`config.mk`:
```
export PLATFORM = sky130hd
export DESIGN_NAME = tl_ul_arb2
export DESIGN_NICKNAME = d
export VERILOG_FILES = /design/src/rtl/tl_ul_arb2.sv
export SDC_FILE = /design/constraint.sdc
export NUM_CORES = 1
export LEC_CHECK = 0
export BUFFER_PORTS_ARGS = -buffer_cell sky130_fd_sc_hd__buf_2
export CAP_MARGIN = 20
export CORE_AREA = 2 2 142 144
export CTS_CLUSTER_SIZE = 8
export DETAILED_ROUTE_END_ITERATION = 10
export DIE_AREA = 0 0 144 146
export PLACE_DENSITY_LB_ADDON = 0.15
export SLEW_MARGIN = 30
export SYNTH_ARGS = -nofsm -noshare
export SYNTH_HDL_FRONTEND = slang
export SYNTH_SLANG_ARGS = --single-unit
```
`constraint.sdc`:
```
create_clock -name clock -period 10.3 [get_ports clock]
set_input_delay 1.03 -clock clock [delete_from_list [all_inputs] [get_ports clock]]
set_output_delay 1.03 -clock clock [all_outputs]
set_load 0.01 [all_outputs]
```
`src/rtl/tl_ul_arb2.sv`:
```
`default_nettype none
// ============================================================================
// Module : tl_ul_arb2
// Brief  : Two-master TileLink-UL arbiter. Round-robin A grant with burst lock,
//          D routed by source MSB, per-master outstanding-request limit.
// Rev    : 1.0
// ============================================================================
module tl_ul_arb2 #(
    parameter int SRC_W        = 1,
    parameter int SIZE_W       = 3,
    parameter int MAX_INFLIGHT = 2
) (
    input  logic              clock,
    input  logic              reset,

    input  logic              m0_a_valid,
    output logic              m0_a_ready,
    input  logic [2:0]        m0_a_opcode,
    input  logic [2:0]        m0_a_param,
    input  logic [SIZE_W-1:0] m0_a_size,
    input  logic [SRC_W-1:0]  m0_a_source,
    input  logic [31:0]       m0_a_address,
    input  logic [3:0]        m0_a_mask,
    input  logic [31:0]       m0_a_data,
    output logic              m0_d_valid,
    input  logic              m0_d_ready,
    output logic [2:0]        m0_d_opcode,
    output logic [SIZE_W-1:0] m0_d_size,
    output logic [SRC_W-1:0]  m0_d_source,
    output logic [31:0]       m0_d_data,
    output logic              m0_d_error,

    input  logic              m1_a_valid,
    output logic              m1_a_ready,
    input  logic [2:0]        m1_a_opcode,
    input  logic [2:0]        m1_a_param,
    input  logic [SIZE_W-1:0] m1_a_size,
    input  logic [SRC_W-1:0]  m1_a_source,
    input  logic [31:0]       m1_a_address,
    input  logic [3:0]        m1_a_mask,
    input  logic [31:0]       m1_a_data,
    output logic              m1_d_valid,
    input  logic              m1_d_ready,
    output logic [2:0]        m1_d_opcode,
    output logic [SIZE_W-1:0] m1_d_size,
    output logic [SRC_W-1:0]  m1_d_source,
    output logic [31:0]       m1_d_data,
    output logic              m1_d_error,

    output logic              s_a_valid,
    input  logic              s_a_ready,
    output logic [2:0]        s_a_opcode,
    output logic [2:0]        s_a_param,
    output logic [SIZE_W-1:0] s_a_size,
    output logic [SRC_W:0]    s_a_source,
    output logic [31:0]       s_a_address,
    output logic [3:0]        s_a_mask,
    output logic [31:0]       s_a_data,
    input  logic              s_d_valid,
    output logic              s_d_ready,
    input  logic [2:0]        s_d_opcode,
    input  logic [SIZE_W-1:0] s_d_size,
    input  logic [SRC_W:0]    s_d_source,
    input  logic [31:0]       s_d_data,
    input  logic              s_d_error
);

    localparam int BEAT_W = 1 << SIZE_W;
    localparam int INF_W  = 4;

    typedef enum logic [0:0] {
        ST_IDLE   = 1'b0,
        ST_LOCKED = 1'b1
    } state_t;

    state_t              state, state_nxt;
    logic                lock_idx, lock_idx_nxt;
    logic                rr_ptr, rr_ptr_nxt;
    logic                hold, hold_nxt;
    logic                hold_idx, hold_idx_nxt;
    logic [BEAT_W-1:0]   a_beats_left, a_beats_left_nxt;
    logic [BEAT_W-1:0]   d_beats_left, d_beats_left_nxt;
    logic [INF_W-1:0]    inflight     [2];
    logic [INF_W-1:0]    inflight_nxt [2];

    logic [1:0]          eligible;
    logic                grant;
    logic                a_valid_int;
    logic                a_fire;
    logic [BEAT_W-1:0]   a_beats;
    logic                d_idx;
    logic                d_fire;
    logic                d_last;
    logic [BEAT_W-1:0]   d_beats;
    logic [1:0]          a_inc;
    logic [1:0]          d_dec;

    function automatic logic [BEAT_W-1:0] beats_of(input logic [SIZE_W-1:0] size);
        if (size > SIZE_W'(2)) return BEAT_W'(1) << (size - SIZE_W'(2));
        return BEAT_W'(1);
    endfunction

    assign eligible[0] = m0_a_valid && (inflight[0] < INF_W'(MAX_INFLIGHT));
    assign eligible[1] = m1_a_valid && (inflight[1] < INF_W'(MAX_INFLIGHT));

    // A stalled offer keeps its grant so s_a_valid is never withdrawn.
    always_comb begin
        grant = 1'b0;
        if (state == ST_LOCKED)
            grant = lock_idx;
        else if (hold && eligible[hold_idx])
            grant = hold_idx;
        else if (eligible[0] && eligible[1])
            grant = rr_ptr;
        else
            grant = eligible[1];
    end

    assign a_valid_int = (state == ST_LOCKED) ? (grant ? m1_a_valid : m0_a_valid)
                                              : eligible[grant];
    assign s_a_valid   = !reset && a_valid_int;
    assign m0_a_ready  = s_a_valid && s_a_ready && !grant;
    assign m1_a_ready  = s_a_valid && s_a_ready &&  grant;
    assign s_a_opcode  = grant ? m1_a_opcode  : m0_a_opcode;
    assign s_a_param   = grant ? m1_a_param   : m0_a_param;
    assign s_a_size    = grant ? m1_a_size    : m0_a_size;
    assign s_a_source  = {grant, grant ? m1_a_source : m0_a_source};
    assign s_a_address = grant ? m1_a_address : m0_a_address;
    assign s_a_mask    = grant ? m1_a_mask    : m0_a_mask;
    assign s_a_data    = grant ? m1_a_data    : m0_a_data;

    assign a_fire  = s_a_valid && s_a_ready;
    assign a_beats = (s_a_opcode == 3'd0 || s_a_opcode == 3'd1) ? beats_of(s_a_size) : BEAT_W'(1);

    assign d_idx       = s_d_source[SRC_W];
    assign m0_d_valid  = !reset && s_d_valid && !d_idx;
    assign m1_d_valid  = !reset && s_d_valid &&  d_idx;
    assign s_d_ready   = !reset && (d_idx ? m1_d_ready : m0_d_ready);
    assign m0_d_opcode = s_d_opcode;
    assign m1_d_opcode = s_d_opcode;
    assign m0_d_size   = s_d_size;
    assign m1_d_size   = s_d_size;
    assign m0_d_source = s_d_source[SRC_W-1:0];
    assign m1_d_source = s_d_source[SRC_W-1:0];
    assign m0_d_data   = s_d_data;
    assign m1_d_data   = s_d_data;
    assign m0_d_error  = s_d_error;
    assign m1_d_error  = s_d_error;

    assign d_fire  = s_d_valid && s_d_ready;
    assign d_beats = (s_d_opcode == 3'd1) ? beats_of(s_d_size) : BEAT_W'(1);
    // d_beats_left==0 means the next D beat starts a new message.
    assign d_last  = (d_beats_left == '0) ? (d_beats == BEAT_W'(1))
                                          : (d_beats_left == BEAT_W'(1));

    always_comb begin
        state_nxt        = state;
        lock_idx_nxt     = lock_idx;
        rr_ptr_nxt       = rr_ptr;
        hold_nxt         = 1'b0;
        hold_idx_nxt     = grant;
        a_beats_left_nxt = a_beats_left;
        d_beats_left_nxt = d_beats_left;
        a_inc            = 2'b00;
        d_dec            = 2'b00;

        if (state == ST_IDLE) begin
            hold_nxt = s_a_valid && !s_a_ready;
            if (a_fire) begin
                a_inc[grant] = 1'b1;
                if (a_beats != BEAT_W'(1)) begin
                    state_nxt        = ST_LOCKED;
                    lock_idx_nxt     = grant;
                    a_beats_left_nxt = a_beats - BEAT_W'(1);
                end else begin
                    rr_ptr_nxt = ~grant;
                end
            end
        end else if (a_fire) begin
            a_beats_left_nxt = a_beats_left - BEAT_W'(1);
            if (a_beats_left == BEAT_W'(1)) begin
                state_nxt  = ST_IDLE;
                rr_ptr_nxt = ~lock_idx;
            end
        end

        if (d_fire) begin
            d_beats_left_nxt = (d_beats_left == '0) ? (d_beats - BEAT_W'(1))
                                                    : (d_beats_left - BEAT_W'(1));
            d_dec[d_idx]     = d_last;
        end

        for (int n = 0; n < 2; n++) begin
            inflight_nxt[n] = inflight[n];
            if (a_inc[n] && !d_dec[n])
                inflight_nxt[n] = inflight[n] + INF_W'(1);
            else if (d_dec[n] && !a_inc[n] && inflight[n] != '0)
                inflight_nxt[n] = inflight[n] - INF_W'(1);
        end
    end

    always_ff @(posedge clock) begin
        if (reset) begin
            state        <= ST_IDLE;
            lock_idx     <= 1'b0;
            rr_ptr       <= 1'b0;
            hold         <= 1'b0;
            hold_idx     <= 1'b0;
            a_beats_left <= '0;
            d_beats_left <= '0;
            inflight[0]  <= '0;
            inflight[1]  <= '0;
        end else begin
            state        <= state_nxt;
            lock_idx     <= lock_idx_nxt;
            rr_ptr       <= rr_ptr_nxt;
            hold         <= hold_nxt;
            hold_idx     <= hold_idx_nxt;
            a_beats_left <= a_beats_left_nxt;
            d_beats_left <= d_beats_left_nxt;
            inflight[0]  <= inflight_nxt[0];
            inflight[1]  <= inflight_nxt[1];
        end
    end

    // A final D beat for a master with nothing outstanding is a protocol error.
    no_d_underflow: assert property (@(posedge clock) disable iff (reset)
        !(d_fire && d_last && inflight[d_idx] == '0));

endmodule
`default_nettype wire

```
==> results.md <==
* Worst hold-check path type: flop to flop
* Post-synth top flop: dfxtp_1
* RSZ-0062 raised after global routing: no
* Post-DP HPWL at 12.3 mm
* Final hold violation count at 0
* Vias per cell at 4.12
* Via Count at 4343
* Worst-margin pin slew at 0.861 ns
* Worst slack, placed at around 5.3 ns
* IR drop worst, VDD at 54.5 uV
* Detail Route Antenna Nets at 0
* Period minus WS final at 4.70 ns
* Placer Congestion at 0.771
* Critical path endpoint category: flop
* I/O pin count at 370
* Post-synth EDFFs at 0
* Die ar. at 21000 sq um
* Starting Density at 0.200
* Post-CTS Resized at 0
* Area Overhead vs Synth at 29.6%
* Status: completed
* Fraction of layout cells with a size suffix above 1 at 0.372
* Critical path class: input port to flop
* Sequential Area at ~580 sq um
* Global Route Usage Sum at 0.137
* TritonCTS clock tree: done
* Slew Limit Fails at 0
* Ys Warns at 0
* Post-CTS setup buffers at 0
* Synthesized area per cell at 6.27 sq um
* Setup Skew at 0.00576 ns
* Root buf cell: clkbuf_16
* Commonest cells after routing, fill and taps aside: buf_2 (267), nand2_1 (256), nor2_1 (39), dfxtp_1 (29), mux2i_1 (14)
* DR iter-0 viols at 122
* Synth unique cells at 60
* Worst setup margin at 5.60 ns
* Sequential fraction of the synthesis area at 0.150
* FP Rows at 51
* Die width at between 100 and 150 microns
* Post-Synthesis Cells at 618
* Layout Nets at 1007
* Routed len/inst at approximately 14 microns
* # Max-Cap Violations at 0
* Global-route wire length before repair at 22.9 mm
* Port buffer count at around 270
* Setup-failing EPs final at 0
* Static leakage at 2.73 nW
* Initial antenna violation count at 1
* F_max at 213 MHz
* Largest net degree at the start of global routing at 85
* Clock buffer count from CTS at 5
* Routed Wire Length at between 10 and 15 mm
* WP data required at 10.43 ns
* Setup tns final at 0 ns
* TritonRoute pass-1 iters at 4
* H-tree depth at 2
* Multi-input logic area at 2520 sq um
* Critical Path AT at 4.83 ns
* Number of synthesized register bits at 29
* Final period utilization at 0.457
* Synth Cell Area at 3870 sq um
* Max-slew headroom at 0.426
* Bufs on Longest Clock Path at 2
* Startpoint types: input port
* Syn Nets at approximately 840
* Hold Slack at ~0.46 ns
* Clock transition at the registers of the reported paths at about 0.05 ns
* Num Clock Sinks at 29
* Clock latency on the worst-skew pair at around 0.27 ns
* Fillers at 2238
* Crit path max fanout at 8
* Async set-reset flop share out of synthesis at 0
* DR DRC count at 0
* Core area at 19300 sq um
* P per Cell Area at 127 nW/um^2
* GRT overflow at 0
* Hold Buf Count CTS at 0
* Die Y at 146 microns
* Most common cell after layout, fill and taps aside: buf_2
* Vias in the first global route at 4171
* Antenna cells at 0
[per-stage QoR]
| step | instance area (sq um) | utilization | cells | power, mW |
|---|---|---|---|---|
| final | 5020 | 0.260 | 1053 | 0.637 |
| after global routing | 5020 | 0.260 | 1053 | 0.690 |
| after CTS | 5020 | 0.260 | 1053 | 0.651 |
| after detailed placement | 4850 | 0.251 | 1045 | 0.476 |
| after global placement | 4850 | 0.251 | 1045 | 0.479 |
| after floorplan | 3870 | - | 618 | 0.362 |
[layer usage]
metal	vias up	track usage	wire (microns)
met3	11	0.0434	1350
met4	2	0.0172	63
met2	193	0.233	7240
li1	2280	-	-
met1	1857	0.173	6300
met5	-	0	11
[cells by family (layout without fill, tap and decap cells)]
logic type | after synthesis | in the layout | synth area share
multiplexers | 17 | 17 | 0.0488
AND/OR/NAND/NOR | 363 | 363 | 0.404
buffers and inverters | 122 | 292 | 0.201
AO/OA/AOI/OAI | 62 | 62 | 0.121
flip-flops | 29 | 29 | 0.150
XOR/XNOR | 10 | 10 | 0.0226
adder cells (fa/ha/maj) | 15 | 15 | 0.0523
[state kept, by name, summed over array words and instances, names as in the netlist]
signal and cells:
a_beats_left 8, d_beats_left 8, inflight 8, hold 1
hold_idx 1, lock_idx 1, rr_ptr 1, state 1
[final timing paths]
check / start / cells past startpoint / slack, ns / to
worst min register to register: d_beats_left[3] / 2 / 0.46 / d_beats_left[3]
worst max register to register: inflight[0][5] / 15 / 6.19 / a_beats_left[2]
worst max-delay path: s_d_size[1] / 18 / 5.60 / inflight[0][7]
worst min-delay path: d_beats_left[3] / 2 / 0.46 / d_beats_left[3]
[area by class of cell]
type / count / share of cell area
Sequential cell: 29 / 0.116
Timing Repair Buffer: 270 / 0.271
Multi-Input combinational cell: 467 / 0.503
Clock inverter: 1 / 0.00598
Tap cell: 265 / 0.0661
Clock buffer: 7 / 0.0284
Inverter: 14 / 0.0105
[report_power, final]
part	switching [mW]	internal, mW
clock	0.0496	0.121
sequential	0.00992	0.120
combinational	0.204	0.132
[critical path, cell delays in order]
cell       delay [ns]
buf_2            0.14
inv_1            0.08
ha_1             0.20
nor4b_1          0.57
o21ai_0          0.36
a21oi_1          0.30
inv_1            0.08
ha_1             0.19
o311ai_2         0.11
a2111oi_2        0.17
nand2b_1         0.23
ha_1             0.30
a21o_1           0.17
a21o_1           0.17
or3_1            0.35
mux2i_1          0.18
xnor2_1          0.14
nor2_1           0.05
[Yosys cell counts, types with 2 or more instances]
cell type / count / area (sq um)
nand4b_1: 2 / 17.5
or3b_2: 2 / 17.5
a211oi_1: 4 / 30.0
clkbuf_1: 16 / 60.1
buf_4: 82 / 616
o21bai_1: 3 / 22.5
mux2i_1: 14 / 140
xnor2_1: 6 / 52.6
inv_1: 14 / 52.6
nor3b_1: 4 / 30.0
a2111oi_2: 2 / 30.0
nand2b_1: 10 / 62.6
o2bb2ai_1: 2 / 17.5
ha_1: 13 / 163
xor2_1: 4 / 35.0
a21o_1: 3 / 22.5
a21oi_1: 13 / 65.1
nor4_1: 9 / 56.3
nand2_1: 256 / 961
fa_1: 2 / 40.0
buf_2: 9 / 45.0
nor2_1: 40 / 150
nor3_1: 12 / 60.1
nand3_1: 8 / 40.0
o31ai_1: 3 / 22.5
or3_1: 5 / 31.3
dfxtp_1: 29 / 581
nor2b_1: 3 / 18.8
o21ai_0: 12 / 60.1
a31oi_1: 3 / 18.8
nand3b_1: 2 / 15.0
o21a_1: 2 / 15.0
o31a_1: 2 / 17.5
No activity file was read; power rests on OpenSTA's default activity.
